--- src/rtl/mac_frame_gen_pkg.sv ---
// Shared constants and helpers for the Ethernet test-frame transmitter.
package mac_frame_gen_pkg;

    // FSM state encoding
    localparam logic [2:0] IDLE = 3'd0;
    localparam logic [2:0] HDR  = 3'd1;
    localparam logic [2:0] SEQ  = 3'd2;
    localparam logic [2:0] PAY  = 3'd3;
    localparam logic [2:0] IFG  = 3'd4;

    localparam int HDR_LEN = 14;
    localparam int SEQ_LEN = 4;
    localparam int PAY_MIN = 46;
    localparam int PAY_MAX = 1500;

    // Header byte at frame index idx: DST MAC, SRC MAC, EtherType, MSB first.
    function automatic logic [7:0] hdr_byte(input logic [10:0] idx,
                                            input logic [47:0] dst,
                                            input logic [47:0] src,
                                            input logic [15:0] ethtype);
        logic [111:0] hdr;
        logic [7:0]   b;
        hdr = {dst, src, ethtype};
        b   = 8'h00;
        for (int i = 0; i < HDR_LEN; i++) begin
            if (idx == 11'(i)) b = hdr[8*(HDR_LEN-1-i) +: 8];
        end
        return b;
    endfunction

    // Payload length is forced into the legal Ethernet payload range.
    function automatic logic [10:0] clamp_len(input logic [10:0] len);
        logic [10:0] r;
        if (len < 11'(PAY_MIN))      r = 11'(PAY_MIN);
        else if (len > 11'(PAY_MAX)) r = 11'(PAY_MAX);
        else                         r = len;
        return r;
    endfunction

endpackage

--- src/rtl/mac_frame_gen.sv ---
// Ethernet test-frame generator: header, 32-bit sequence number and a
// deterministic payload onto the byte-wide MAC TX interface.
module mac_frame_gen
    import mac_frame_gen_pkg::*;
#(
    parameter logic [47:0] DST_MAC    = 48'hFFFF_FFFF_FFFF,
    parameter logic [47:0] SRC_MAC    = 48'h000A_3500_0001,
    parameter logic [15:0] ETHTYPE    = 16'h88B5,
    parameter int          IFG_CYCLES = 12
) (
    input  logic        aclk,
    input  logic        areset_n,
    input  logic        start,
    input  logic [15:0] frame_count,
    input  logic [10:0] payload_len,
    output logic [7:0]  mac_tx_data,
    output logic        mac_tx_valid,
    output logic        mac_tx_sof,
    output logic        mac_tx_eof,
    output logic        busy,
    output logic        done,
    output logic [31:0] frames_sent
);

    logic [2:0]  state_q, state_d;
    logic [10:0] idx_q, idx_d;      // byte index within the frame (0 = first header byte)
    logic [7:0]  ifg_q, ifg_d;      // idle cycles emitted so far in the gap
    logic [10:0] len_q, len_d;      // latched, clamped payload length
    logic [31:0] seq_q, seq_d;
    logic [31:0] sent_q, sent_d;
    logic [15:0] fc_q, fc_d;
    logic        start_q, edge_q;
    logic [7:0]  data_d;
    logic        valid_d, sof_d, eof_d, done_d;
    logic        new_frame, advance;
    logic [10:0] last_idx;

    assign last_idx = len_q + 11'(HDR_LEN - 1);

    // Byte value at frame index idx for the frame carrying sequence number seq.
    function automatic logic [7:0] frame_byte(input logic [10:0] idx, input logic [31:0] seq);
        logic [7:0] b;
        if (idx < 11'(HDR_LEN))  b = hdr_byte(idx, DST_MAC, SRC_MAC, ETHTYPE);
        else if (idx == 11'd14)  b = seq[31:24];
        else if (idx == 11'd15)  b = seq[23:16];
        else if (idx == 11'd16)  b = seq[15:8];
        else if (idx == 11'd17)  b = seq[7:0];
        else                     b = idx[7:0] - 8'd14 + seq[7:0];
        return b;
    endfunction

    // Next-state and next-output logic; every output is registered from these.
    always_comb begin
        state_d   = state_q;
        idx_d     = idx_q;
        ifg_d     = ifg_q;
        len_d     = len_q;
        seq_d     = seq_q;
        sent_d    = sent_q;
        fc_d      = fc_q;
        valid_d   = 1'b0;
        sof_d     = 1'b0;
        eof_d     = 1'b0;
        done_d    = 1'b0;
        new_frame = 1'b0;
        advance   = 1'b0;
        case (state_q)
            IDLE: begin
                if (edge_q) begin
                    sent_d    = '0;
                    seq_d     = '0;
                    fc_d      = frame_count;
                    new_frame = 1'b1;
                end
            end
            HDR, SEQ, PAY: begin
                if (idx_q == last_idx) begin
                    state_d = IFG;
                    ifg_d   = 8'd1;
                end else begin
                    advance = 1'b1;
                end
            end
            IFG: begin
                if (ifg_q != 8'(IFG_CYCLES)) begin
                    ifg_d = ifg_q + 8'd1;
                end else if (fc_q != 16'd0) begin
                    if (sent_q == {16'd0, fc_q}) begin
                        state_d = IDLE;
                        done_d  = 1'b1;
                    end else begin
                        new_frame = 1'b1;
                    end
                end else if (start) begin
                    new_frame = 1'b1;
                end else begin
                    state_d = IDLE;
                end
            end
            default: state_d = IDLE;
        endcase

        if (new_frame) begin
            state_d = HDR;
            idx_d   = 11'd0;
            len_d   = clamp_len(payload_len);
            valid_d = 1'b1;
            sof_d   = 1'b1;
        end

        if (advance) begin
            idx_d   = idx_q + 11'd1;
            valid_d = 1'b1;
            if (idx_d < 11'(HDR_LEN))                state_d = HDR;
            else if (idx_d < 11'(HDR_LEN + SEQ_LEN)) state_d = SEQ;
            else                                     state_d = PAY;
            eof_d = (idx_d == last_idx);
            // The frame counters advance together with the eof byte.
            if (eof_d) begin
                seq_d = seq_q + 32'd1;
                if (sent_q != 32'hFFFF_FFFF) sent_d = sent_q + 32'd1;
            end
        end

        // seq_q (not seq_d) is the number carried by the frame being emitted.
        data_d = valid_d ? frame_byte(idx_d, seq_q) : 8'h00;
    end

    // State, counters and registered outputs; reset aborts any frame in flight.
    always_ff @(posedge aclk or negedge areset_n) begin
        if (!areset_n) begin
            state_q      <= IDLE;
            idx_q        <= '0;
            ifg_q        <= '0;
            len_q        <= 11'(PAY_MIN);
            seq_q        <= '0;
            sent_q       <= '0;
            fc_q         <= '0;
            start_q      <= 1'b0;
            edge_q       <= 1'b0;
            mac_tx_data  <= '0;
            mac_tx_valid <= 1'b0;
            mac_tx_sof   <= 1'b0;
            mac_tx_eof   <= 1'b0;
            busy         <= 1'b0;
            done         <= 1'b0;
        end else begin
            state_q      <= state_d;
            idx_q        <= idx_d;
            ifg_q        <= ifg_d;
            len_q        <= len_d;
            seq_q        <= seq_d;
            sent_q       <= sent_d;
            fc_q         <= fc_d;
            start_q      <= start;
            edge_q       <= start & ~start_q;
            mac_tx_data  <= data_d;
            mac_tx_valid <= valid_d;
            mac_tx_sof   <= sof_d;
            mac_tx_eof   <= eof_d;
            busy         <= (state_d != IDLE);
            done         <= done_d;
        end
    end

    assign frames_sent = sent_q;

endmodule
--- config.mk ---
export PLATFORM = sky130hd
export DESIGN_NAME = mac_frame_gen
export DESIGN_NICKNAME = d
export VERILOG_FILES = /design/src/rtl/mac_frame_gen_pkg.sv /design/src/rtl/mac_frame_gen.sv
export SDC_FILE = /design/constraint.sdc
export NUM_CORES = 1
export LEC_CHECK = 0
export CORE_MARGIN = 4
export CORE_UTILIZATION = 45
export CTS_CLUSTER_DIAMETER = 30
export DETAILED_ROUTE_END_ITERATION = 10
export HOLD_SLACK_MARGIN = 0.03
export PLACE_DENSITY = 0.69
export SLEW_MARGIN = 15
export SYNTH_ARGS = -nofsm -noshare
export SYNTH_HDL_FRONTEND = slang
export SYNTH_SLANG_ARGS = --single-unit
--- constraint.sdc ---
create_clock -name aclk -period 8.95 [get_ports aclk]
set_input_delay 0.895 -clock aclk [delete_from_list [all_inputs] [get_ports aclk]]
set_output_delay 0.895 -clock aclk [all_outputs]
set_load 0.005 [all_outputs]
==> load_flow_metrics.sql <==
INSERT INTO impl_metrics (metric_group, metric, value, unit) VALUES
('critical_path', 'cp-startpoint', 'fc_q[9]$_DFFE_PN0P_', ''),
('global_route', 'grt_start_max_net_pins', '77', ''),
('synthesis', 'seq_area_frac_synth', '0.3939', ''),
('cts', 'hold_buffers', '0', ''),
('route', 'wl', '21390', 'um'),
('route', 'detailedRoute.firstIterationViolations', '647', ''),
('critical_path', 'rr_endpoint', 'mac_tx_data[7]$_DFF_PN0_', ''),
('route', 'vias_per_instance', '5.849', ''),
('cts', 'clkLatencyLatePin', '430', 'ps'),
('cells_and_area', 'num_antenna_cells', '0', ''),
('critical_path', 'critical_path.reg2reg.startpoint', 'fc_q[9]$_DFFE_PN0P_', ''),
('cts', 'clock_tree.buffer_depth', '2', ''),
('cts', 'cts_tree', 'built', ''),
('min_path', 'min_delay_worst_endpoint', 'edge_q$_DFF_PN0_', ''),
('floorplanning', 'num_io_pins', '75', ''),
('global_route', 'number_of_antenna_violations_at_the_first_check_in_global_routing', '0', ''),
('cells_and_area', 'layout.cells.non_filler', '1234', ''),
('synthesis', 'synth.top_cell.area_share', '0.3810', ''),
('sta', 'unrepaired_setup_endpoints_after_global_routing', 'false', ''),
('placed_design', 'dpl.cell_count', '1202', ''),
('critical_path', 'stages_on_worst_setup_path', '23', ''),
('critical_path', 'r2r.worst_path.cells', '23', ''),
('run', 'drv.max_cap_violation_count', '0', ''),
('synthesis', 'number_of_synthesized_flops_with_an_enable_pin', '0', ''),
('placed_design', 'gpl.final_weighted_congestion', '0.9465', ''),
('synthesis', 'asyncSetResetFlopFracSynth', '1.000', ''),
('route', 'wl_per_cell', '17.33', 'um'),
('synthesis', 'synth_seq_cells', '128', ''),
('floorplanning', 'die_x', '142.5', 'um'),
('sta', 'setup_viol', '0', ''),
('synthesis', 'synth_cells', '944', ''),
('route', 'via_count', '7218', ''),
('route', 'drc', '0', ''),
('floorplanning', 'design.die.area', '20310', 'um2'),
('status', 'status', 'complete, no violations', ''),
('cts', 'cts_setup_buffers', '0', ''),
('power', 'worst_ir_drop_vdd', '174.5', 'uV'),
('synthesis', 'synthesis.area', '8144', 'um2'),
('route', 'final_antenna_net_count', '0', ''),
('cts', 'cts_num_sinks', '128', ''),
('critical_path', 'critical_path_class', 'register to register', ''),
('min_path', 'worst_hold_path.num_cells', '1', ''),
('sta', 'fraction_of_the_cycle_the_final_worst_path_needs', '0.7312', ''),
('cts', 'cts_resizes', '0', ''),
('sta', 'final-max-slew-violation-count', '0', ''),
('cts', 'clk_pin_slew_worst_paths', '70', 'ps'),
('critical_path', 'timing.critical_path.buf_inv', '3', ''),
('synthesis', 'syn_area_per_cell', '8.627', 'um2'),
('critical_path', 'critical-path-slowest-cell', 'sky130_fd_sc_hd__a311oi_2', ''),
('global_route', 'grt_use_total', '0.2160', ''),
('floorplanning', 'coreArea', '17540', 'um2'),
('sta', 'final.setup.tns', '0', 'ps'),
('synthesis', 'synth_cell_type_count', '75', ''),
('critical_path', 'timing.critical_path.to_type', 'register', ''),
('critical_path', 'setup.worst_path.start_class', 'register', ''),
('global_route', 'globalRoute.totalOverflow', '0', ''),
('critical_path', 'timing.critical_path.max_delay_family', 'compound AO/OA/AOI/OAI gates', ''),
('power', 'cellPowerDensity', '235.5', 'nW/um2'),
('cells_and_area', 'finalNetCount', '1045', ''),
('synthesis', 'synthTopCellsByArea', 'sky130_fd_sc_hd__dfrtp_1, sky130_fd_sc_hd__nand2_1, sky130_fd_sc_hd__xnor2_1, sky130_fd_sc_hd__mux2i_1, sky130_fd_sc_hd__o21ai_0', ''),
('synthesis', 'synthesis.nets', '993', ''),
('route', 'drt-pass1-iter-count', '5', ''),
('placed_design', 'portBuffers', '74', ''),
('critical_path', 'cp_arrival', '6850', 'ps'),
('critical_path', 'worst-endpoint-required', '9250', 'ps'),
('critical_path', 'critical_path.max_stage_delay', '820', 'ps'),
('cts', 'clock_buffer_count_from_cts', '17', ''),
('sta', 'timing.clock.skew', '13.04', 'ps'),
('synthesis', 'synth-main-ff-cell', 'sky130_fd_sc_hd__dfrtp_1', ''),
('sta', 'max_slew_margin', '0.3652', ''),
('cells_and_area', 'area.growth.synth_to_final', '18.01', '%');
worst max path at each step:
stage	end
finish	mac_tx_data[7]$_DFF_PN0_
global route	mac_tx_data[7]$_DFF_PN0_
CTS	mac_tx_data[7]$_DFF_PN0_
detailed placement	mac_tx_data[7]$_DFF_PN0_
global placement	mac_tx_data[7]$_DFF_PN0_
floorplan	mac_tx_data[7]$_DFF_PN0_
where the power goes:
group / internal (mW) / switching (mW) / leakage, nW
logic: 0.362 / 0.448 / 2.16
registers: 0.640 / 0.116 / 1.64
clock network: 0.416 / 0.282 / 0.284
total: 1.42 / 0.846 / 4.08
through the flow:
stage | util | worst slack [ps] | power [mW] | hold slack (ps) | area [um2]
final | 0.5480 | 2406 | 2.263 | 399.5 | 9610
after global routing | 0.5480 | 1740 | 2.402 | 417.9 | 9610
after CTS | 0.5480 | 2456 | 2.260 | 403.5 | 9610
after detailed placement | 0.5146 | 2253 | 1.557 | 395.1 | 9024
after global placement | 0.5146 | 2426 | 1.547 | 396.9 | 9024
after floorplan | - | 3490 | 1.322 | 377.7 | 8144
cells in the final DEF, fill, tap and decap left out, drive strengths merged, types with 25 or more instances in the layout:
cell / count
nor2: 63
nand3: 48
dfrtp: 124
nand2: 149
and3: 25
inv: 43
clkdlybuf4s50: 73
xnor2: 50
mux2i: 33
o21ai: 55
xor2: 25
a21oi: 28
metal layers:
layer,track usage,wire length [um],vias to the layer above
met4,0.05303,289,0
met2,0.3400,9872,214
met3,0.05007,1170,29
met5,0,0,-
met1,0.3030,10060,3484
li1,-,-,3491
logic make-up after synthesis:
group	synth area share
simple gates	0.2590
fa+ha+maj	0.03011
flops	0.3939
buf+inv	0.04271
xor+xnor	0.08066
mux	0.04517
compound gates	0.1484
flip-flops by register name (all words and copies together) (netlist names), 3 cells and up:
| register | cells |
|---|---|
| fc_q | 16 |
| mac_tx_data | 8 |
| len_q | 11 |
| ifg_q | 8 |
| seq_q | 32 |
| idx_q | 11 |
| state_q | 3 |
| frames_sent | 32 |
final cells by class:
| class | count | area (um2) |
|---|---|---|
| tap | 225 | 281.5 |
| inverter | 37 | 138.9 |
| fill | 1604 | 7926 |
| timing repair buffer | 81 | 794.5 |
| clock buffer | 18 | 429.2 |
| clock inverter | 14 | 157.7 |
| sequential | 128 | 3208 |
| multi-input combinational | 731 | 4601 |
Power figures use the tool's default switching activity.
